===== src/rtl/gate_test_pkg.sv =====
// Shared definitions for the basic-gate self-test sequencer: FSM states,
// gate output bit positions and the truth-table reference used in CHECK.
package gate_test_pkg;

    typedef enum logic [1:0] {
        IDLE,
        SETTLE,
        CHECK,
        DONE
    } state_t;

    // Bit positions of each gate inside the 7-bit result bus
    localparam int AND_BIT  = 0;
    localparam int OR_BIT   = 1;
    localparam int NOT_BIT  = 2;
    localparam int NAND_BIT = 3;
    localparam int NOR_BIT  = 4;
    localparam int XOR_BIT  = 5;
    localparam int XNOR_BIT = 6;

    localparam int NUM_VECTORS = 4;

    // Truth-table value every healthy gate unit must produce for inputs (a,b);
    // NOT only looks at input a.
    function automatic logic [6:0] gate_expected(input logic a, input logic b);
        logic [6:0] e;
        e           = '0;
        e[AND_BIT]  = a & b;
        e[OR_BIT]   = a | b;
        e[NOT_BIT]  = ~a;
        e[NAND_BIT] = ~(a & b);
        e[NOR_BIT]  = ~(a | b);
        e[XOR_BIT]  = a ^ b;
        e[XNOR_BIT] = ~(a ^ b);
        return e;
    endfunction

endpackage


===== src/rtl/gate_selftest_ctrl.sv =====
// In-circuit self-test sequencer for the two-input basic-gate unit.
// Walks the four (a,b) vectors, lets each settle, compares the seven gate
// outputs against the truth table and reports sticky pass/fail masks.
module gate_selftest_ctrl
    import gate_test_pkg::*;
#(
    parameter int SETTLE_CYCLES = 2
) (
    input  logic       clk,
    input  logic       rst_n,
    input  logic       start,
    input  logic       abort,
    output logic       gate_a,
    output logic       gate_b,
    input  logic [6:0] gate_res,
    output logic       busy,
    output logic       done,
    output logic       pass,
    output logic [6:0] err_mask,
    output logic [3:0] err_vec
);

    // Counter value on the last settle cycle of a vector
    localparam logic [7:0] SETTLE_LAST = 8'(SETTLE_CYCLES - 1);
    localparam logic [1:0] LAST_VEC    = 2'(NUM_VECTORS - 1);

    state_t     state;
    logic [1:0] vec_idx;
    logic [7:0] settle_cnt;
    logic [1:0] next_idx;
    logic [6:0] diff;

    // The gate inputs are registered copies of the vector index bits, so the
    // expected pattern can be taken straight from what is being driven.
    assign next_idx = vec_idx + 2'd1;
    assign diff     = gate_res ^ gate_expected(gate_a, gate_b);

    // Single sequencer FSM; every output is registered here.
    always_ff @(posedge clk or negedge rst_n) begin
        if (!rst_n) begin
            state      <= IDLE;
            vec_idx    <= 2'd0;
            settle_cnt <= 8'd0;
            gate_a     <= 1'b0;
            gate_b     <= 1'b0;
            busy       <= 1'b0;
            done       <= 1'b0;
            pass       <= 1'b0;
            err_mask   <= 7'd0;
            err_vec    <= 4'd0;
        end else begin
            done <= 1'b0;
            case (state)
                IDLE: begin
                    if (start && !abort) begin
                        state      <= SETTLE;
                        vec_idx    <= 2'd0;
                        settle_cnt <= 8'd0;
                        gate_a     <= 1'b0;
                        gate_b     <= 1'b0;
                        busy       <= 1'b1;
                        pass       <= 1'b0;
                        err_mask   <= 7'd0;
                        err_vec    <= 4'd0;
                    end
                end

                SETTLE: begin
                    if (abort) begin
                        state      <= IDLE;
                        vec_idx    <= 2'd0;
                        settle_cnt <= 8'd0;
                        gate_a     <= 1'b0;
                        gate_b     <= 1'b0;
                        busy       <= 1'b0;
                        pass       <= 1'b0;
                    end else begin
                        settle_cnt <= settle_cnt + 8'd1;
                        if (settle_cnt == SETTLE_LAST) begin
                            state <= CHECK;
                        end
                    end
                end

                CHECK: begin
                    if (abort) begin
                        state      <= IDLE;
                        vec_idx    <= 2'd0;
                        settle_cnt <= 8'd0;
                        gate_a     <= 1'b0;
                        gate_b     <= 1'b0;
                        busy       <= 1'b0;
                        pass       <= 1'b0;
                    end else begin
                        err_mask         <= err_mask | diff;
                        err_vec[vec_idx] <= err_vec[vec_idx] | (|diff);
                        if (vec_idx == LAST_VEC) begin
                            state  <= DONE;
                            busy   <= 1'b0;
                            done   <= 1'b1;
                            pass   <= ((err_mask | diff) == 7'd0);
                            gate_a <= 1'b0;
                            gate_b <= 1'b0;
                        end else begin
                            state      <= SETTLE;
                            vec_idx    <= next_idx;
                            settle_cnt <= 8'd0;
                            gate_a     <= next_idx[1];
                            gate_b     <= next_idx[0];
                        end
                    end
                end

                DONE: begin
                    state <= IDLE;
                end

                default: begin
                    state <= IDLE;
                end
            endcase
        end
    end

endmodule


===== config.mk =====
export PLATFORM = sky130hd
export DESIGN_NAME = gate_selftest_ctrl
export DESIGN_NICKNAME = d
export VERILOG_FILES = /design/src/rtl/gate_test_pkg.sv /design/src/rtl/gate_selftest_ctrl.sv
export SDC_FILE = /design/constraint.sdc
export NUM_CORES = 1
export LEC_CHECK = 0
export CAP_MARGIN = 20
export CORE_AREA = 2 2 69 71
export CTS_BUF_LIST = sky130_fd_sc_hd__clkbuf_4 sky130_fd_sc_hd__clkbuf_8
export DETAILED_ROUTE_END_ITERATION = 6
export DIE_AREA = 0 0 71 73
export HOLD_SLACK_MARGIN = 0.06
export PLACE_DENSITY = 0.69
export SYNTH_ARGS = -nofsm -noshare
export SYNTH_HDL_FRONTEND = slang
export SYNTH_SLANG_ARGS = --single-unit

===== constraint.sdc =====
create_clock -name clk -period 1.7 [get_ports clk]
set_input_delay 0.17 -clock clk [delete_from_list [all_inputs] [get_ports clk]]
set_output_delay 0.17 -clock clk [all_outputs]
set_load 0.02 [all_outputs]

* Word-level counts from Yosys, hierarchy flattened *
Index checks and enable logic that the tools add are counted.

operators by class
  add/sub/neg operators = 2
  magnitude comparators = 2
  equal/unequal tests = 11
  mux-type cells = 45
  bitwise gates (word level) = 10
  reductions and logical operators = 14

operators by type and width
  kind                 number
  $mux 8               4
  $pmux 8 s3           1
  $mux 2               9
  $mux 1               16
  $mux 7               2
  $pmux 7 s2           1
  $pmux 1 s3           4
  $ne 3x3->1 const B   3
  $reduce_and 3->1     3
  $add 8x1->8 const B  1
  $eq 8x1->1 const B   1
  $mux 4               2
  $pmux 2 s4           1
  $pmux 4 s2           1
  $reduce_and 4->1     2
  $logic_not 7->1      1
  $or 7x7->7           1
  $reduce_or 7->1      1
  $xor 7x7->7          1
  $eq 2x2->1 const B   3
  $ne 2x2->1 const B   3
  $pmux 2 s3           1
  $bwmux 4             1
  $not 1->1            4
  other kinds (15)     17

storage, ports and cells
  register bits after elaboration = 28
  bits of input ports = 11
  output and inout port bits = 16
  word-level logic and storage cells = 94

* Depth between registers and ports, before layout *
  depth after elaboration = 8
  gate-level depth with buffers = 7
  mapped depth without buffers = 6

* Least setup slack after synthesis *
OpenSTA, ideal clock, no wires.

  path type = reg2reg
  start point = reg gate_a
  end point = reg err_vec[3]
  data arrival time = 1.817 ns
  path slack = -0.247 ns
  stages on the path, launching flop included = 7
  cell sequence = dfrtp_1 > inv_1 > ha_1 > xnor2_2 > or4_4 > nor4_4 > o21ai_1

between the ends
  cells in the longest elaborated chain, start to end = 8

RTL lines
  item                                 RTL line                                                       RTL
  start, declared                      gate_selftest_ctrl.sv:13                                       output logic gate_a,
  start signal, assigned               gate_selftest_ctrl.sv:108                                      gate_a <= next_idx[1];
  $and 1x1->1 (tied with other cells)  gate_test_pkg.sv:28, gate_test_pkg.sv:31
  $not 1->1 (on tied branches)         gate_test_pkg.sv:31, gate_test_pkg.sv:32, gate_test_pkg.sv:34
  $xor 7x7->7 (*)                      gate_selftest_ctrl.sv:36                                       assign diff = gate_res ^ gate_expected(gate_a, gate_b);
  $reduce_or 7->1 (*)                  gate_selftest_ctrl.sv:96                                       err_vec[vec_idx] <= err_vec[vec_idx] | (|diff);
  $or 1x1->1 (*)                       gate_selftest_ctrl.sv:96
  $bwmux 4 (*)                         gate_selftest_ctrl.sv:96
  $mux 4 (*)                           gate_selftest_ctrl.sv:86                                       if (abort) begin
  $pmux 4 s2 (*)                       gate_selftest_ctrl.sv:53                                       case (state)
  end signal, assigned by index        gate_selftest_ctrl.sv:96
  end, declared                        gate_selftest_ctrl.sv:20                                       output logic [3:0] err_vec

Every way passes the cells marked *; elsewhere a longest branch is shown, timed or not. The select of a mux whose other input is x is not followed.
A chain may end at the register's enable or synchronous reset.

* Worst setup path after layout *
  start point = reg gate_b
  end point = reg err_vec[1]

between the ends
  cells in the longest elaborated chain, start to end = 8

RTL lines
  item                                 RTL line                                                       RTL
  start, declared                      gate_selftest_ctrl.sv:14                                       output logic gate_b,
  start signal, assigned               gate_selftest_ctrl.sv:109                                      gate_b <= next_idx[0];
  $and 1x1->1 (tied with other cells)  gate_test_pkg.sv:28, gate_test_pkg.sv:31
  $not 1->1 (on tied branches)         gate_test_pkg.sv:31, gate_test_pkg.sv:32, gate_test_pkg.sv:34
  $xor 7x7->7 (*)                      gate_selftest_ctrl.sv:36
  $reduce_or 7->1 (*)                  gate_selftest_ctrl.sv:96
  $or 1x1->1 (*)                       gate_selftest_ctrl.sv:96
  $bwmux 4 (*)                         gate_selftest_ctrl.sv:96
  $mux 4 (*)                           gate_selftest_ctrl.sv:86
  $pmux 4 s2 (*)                       gate_selftest_ctrl.sv:53

Marked as above.

==> summary.txt <==
Status
  • Status: finished, violations left
  • Failing checks: setup timing

Place
  • Setup WS pre-CTS: -0.149 ns
  • Number of port buffers: 26
  • Post-Place Cells: 272
  • Post-DP HPWL: between 2000 and 3000 um
  • Cell area after placement: 0.00227 mm^2
  • GP Congestion: between 0.8 and 0.9

Power
  • Worst VDD drop: 606 uV
  • Power Density: around 1400 mW/mm^2
  • Total power: 0.00338 W
  • Leakage power: 1.13 nW

Global route
  • Pin count of the biggest net entering global routing: 29
  • First-pass GRT wire length: 6550 um
  • Total GRT Usage: 0.158
  • Vias in the first global route: 1,460
  • Overflow after GRT: 0
  • Initial antenna violation count: 0

Timing
  • Fin crit share: 1.05
  • Final worst setup slack: -0.0823 ns
  • Final Setup Violations: 11
  • Setup tns final: -0.524 ns
  • Slew Viols, Final: 0
  • Slew HR: 0.725
  • Peak Freq: 561 MHz
  • Clock Skew: around 0.0052 ns
  • Fin. Hold Viols: 0
  • Worst slew pin tran: 0.411 ns
  • Minimum clock period: 1.78 ns
  • RSZ-0062 raised after global routing: true

Route
  • DR pass1 iterations: 4
  • Drc violations: 0
  • Vias per inst: 5.15
  • Avg WL per Cell: 13.8 um
  • Iter 0 DRT Violations: between 60 and 70
  • Vias: 1,443
  • Number of routed nets with antenna violations: 0
  • Routed WL: 3870 um

Floorplanning
  • Initial Util: 0.366
  • Die Wd: 71 um
  • Core area: 0.00454 mm^2
  • # rows: 25
  • Die Ht: around 73 um
  • Ports: 27
  • Die area: 0.00518 mm^2

Cells and area
  • # nets final: 250
  • Final Non-Filler Cells: 280
  • Fill cells: 409
  • Area Growth Syn to Fin: 50.2%
  • Most common cell after layout, fill and taps aside: buf_4
  • Most frequent cells in the layout: 34 x buf_4, 26 x clkdlybuf4s50_1, 25 x dfrtp_1
  • Post-route cell area: 0.00249 mm^2
  • Diode count: 0
  • Layout cells sized above 1: 0.385

Critical path
  • Type of element launching the critical path: flip-flop
  • Launch point of the worst path: gate_b
  • R2R setup slack: -0.08 ns
  • CP required: 1.85 ns
  • Worst reg-to-reg path cell count: 5
  • Reg2reg end: err_vec[1]
  • Arr. time, crit path: about 1.9 ns
  • R2r startpoint: gate_b
  • CP max FO: 4
  • CP Class: reg -> reg
  • Setup crit end: err_vec[1]
  • Endpoint type of the worst setup path: flip-flop

Clock tree
  • CTS HTree Levels: 1
  • CTS tree: yes
  • CTS Buf Count: 3
  • Clock Pin Slew Worst Setup and Hold Paths: 0.10 ns
  • Clock sink total: 28
  • CTS max path bufs: 2
  • Skew-Pair Late Insertion Delay: between 0.2 and 0.3 ns
  • Hold-fix buffers at CTS: 0
  • CTS root buf: clkbuf_8

Synthesis
  • Synthesized instance count: 161
  • Synth area leader: dfrtp_1
  • FFs w/ async S/R, synth: 1.00
  • Synth top area cells: dfrtp_1 42%, ha_1 9.0%, a21oi_1 5.4%
  • EDFF count, synth: 0
  • Area share of the largest cell type after synthesis: 0.422
  • Synth unique cells: 43
  • Most used DFF post-synth: dfrtp_1
  • Syn Nets: 184
  • Synth Warn #: 0
  • Synth Cell Area: approximately 0.0017 mm^2
  • FF+latch count, synth: 28
  • Post-synthesis area per instance: 10.3 um^2
  • Register area share after synthesis: 0.422

Flow run
  • Max cap viols: 0

Min path
  • Type of the most critical hold path: in -> async
[routing by layer]
| metal | GRT usage | vias to the layer above | part of all wire |
|---|---|---|---|
| met1 | 0.200 | 703 | 0.44 |
| met4 | 0.0566 | 0 | 0.0088 |
| li1 | - | 709 | - |
| met5 | 0 | - | 0 |
| met2 | 0.276 | 27 | 0.51 |
| met3 | 0.0221 | 4 | 0.039 |
[worst max-delay path, cell delays in order, from the launching register on]
cell and delay [ns]:
dfrtp_2 0.45, ha_4 0.18, xnor2_2 0.13, or4_4 0.56
nor4_4 0.23, a21oi_1 0.11
[timing repair]
| item | CTS | global route |
|---|---|---|
| setup buffers | 3 | 1 |
| pin swaps | 16 | 9 |
| gates resized for setup | 11 | 23 |
| endpoints found under the setup margin | 13 | 16 |
| endpoints found under the hold margin | 0 | 0 |
[how the worst min path moves through the flow]
stage / cells after the start / slack (ns) / start / end
after detailed placement: 1 / 0.49 / pass / pass
after global placement: 1 / 0.48 / pass / pass
after CTS: 2 / 0.28 / rst_n / err_mask[2]
after floorplan: 0 / -0.13 / rst_n / busy
final: 2 / 0.27 / rst_n / err_mask[2]
after global routing: 2 / 0.32 / rst_n / err_mask[3]
[metrics by stage]
stage / utilization / hold slack, ns
2_1_floorplan: - / -0.126
3_3_place_gp: 0.502 / 0.478
3_5_place_dp: 0.502 / 0.485
4_1_cts: 0.530 / 0.285
5_1_grt: 0.550 / 0.318
6_report: 0.550 / 0.272
[sequential cells by signal (all words and copies together) (netlist names)]
| register | flops |
|---|---|
| done | 1 |
| err_vec | 4 |
| vec_idx | 2 |
| pass | 1 |
| gate_b | 1 |
| state | 2 |
| busy | 1 |
| gate_a | 1 |
| settle_cnt | 8 |
| err_mask | 7 |
[synth_stat cells, types with 2 or more instances]
cell type and n:
nand2b_1 2, mux2i_1 2, inv_1 10, nor2b_1 2, or4_1 2, nor2_1 11, dfrtp_1 28, o31ai_1 3
nand2_1 6, nor3_1 4, xor2_1 3, o21ai_0 11, nor4_1 3, and3b_1 2, nor3b_1 3, a21oi_1 18
o21ai_1 2, or3_1 4, a21o_1 4, xnor2_1 3, nand3_1 5, ha_1 12
[cell families after synthesis]
logic type                 Yosys count  synth area share
AOI/OAI and AO/OA                   44             0.175
xor gates and xnor gates             7            0.0414
adders and majority gates           12            0.0904
buffers and inverters               13            0.0324
DFF                                 28             0.422
muxes                                5            0.0407
and+or+nand+nor                     52             0.198
[area by class of cell]
class / instances / area, um^2 / area share
inverters: 11 / 41.3 / 0.0165
well taps: 54 / 67.6 / 0.0271
multi-input cells: 120 / 1080 / 0.432
clock buffers: 4 / 55.1 / 0.0221
flip-flops and latches: 28 / 704 / 0.282
repair buffers: 63 / 549 / 0.220
[power breakdown]
part           switching, W  internal (W)
Clock              0.000205      0.000207
Sequential         0.000165      0.000839
Combinational      0.000943       0.00102
Power figures use the tool's default switching activity.
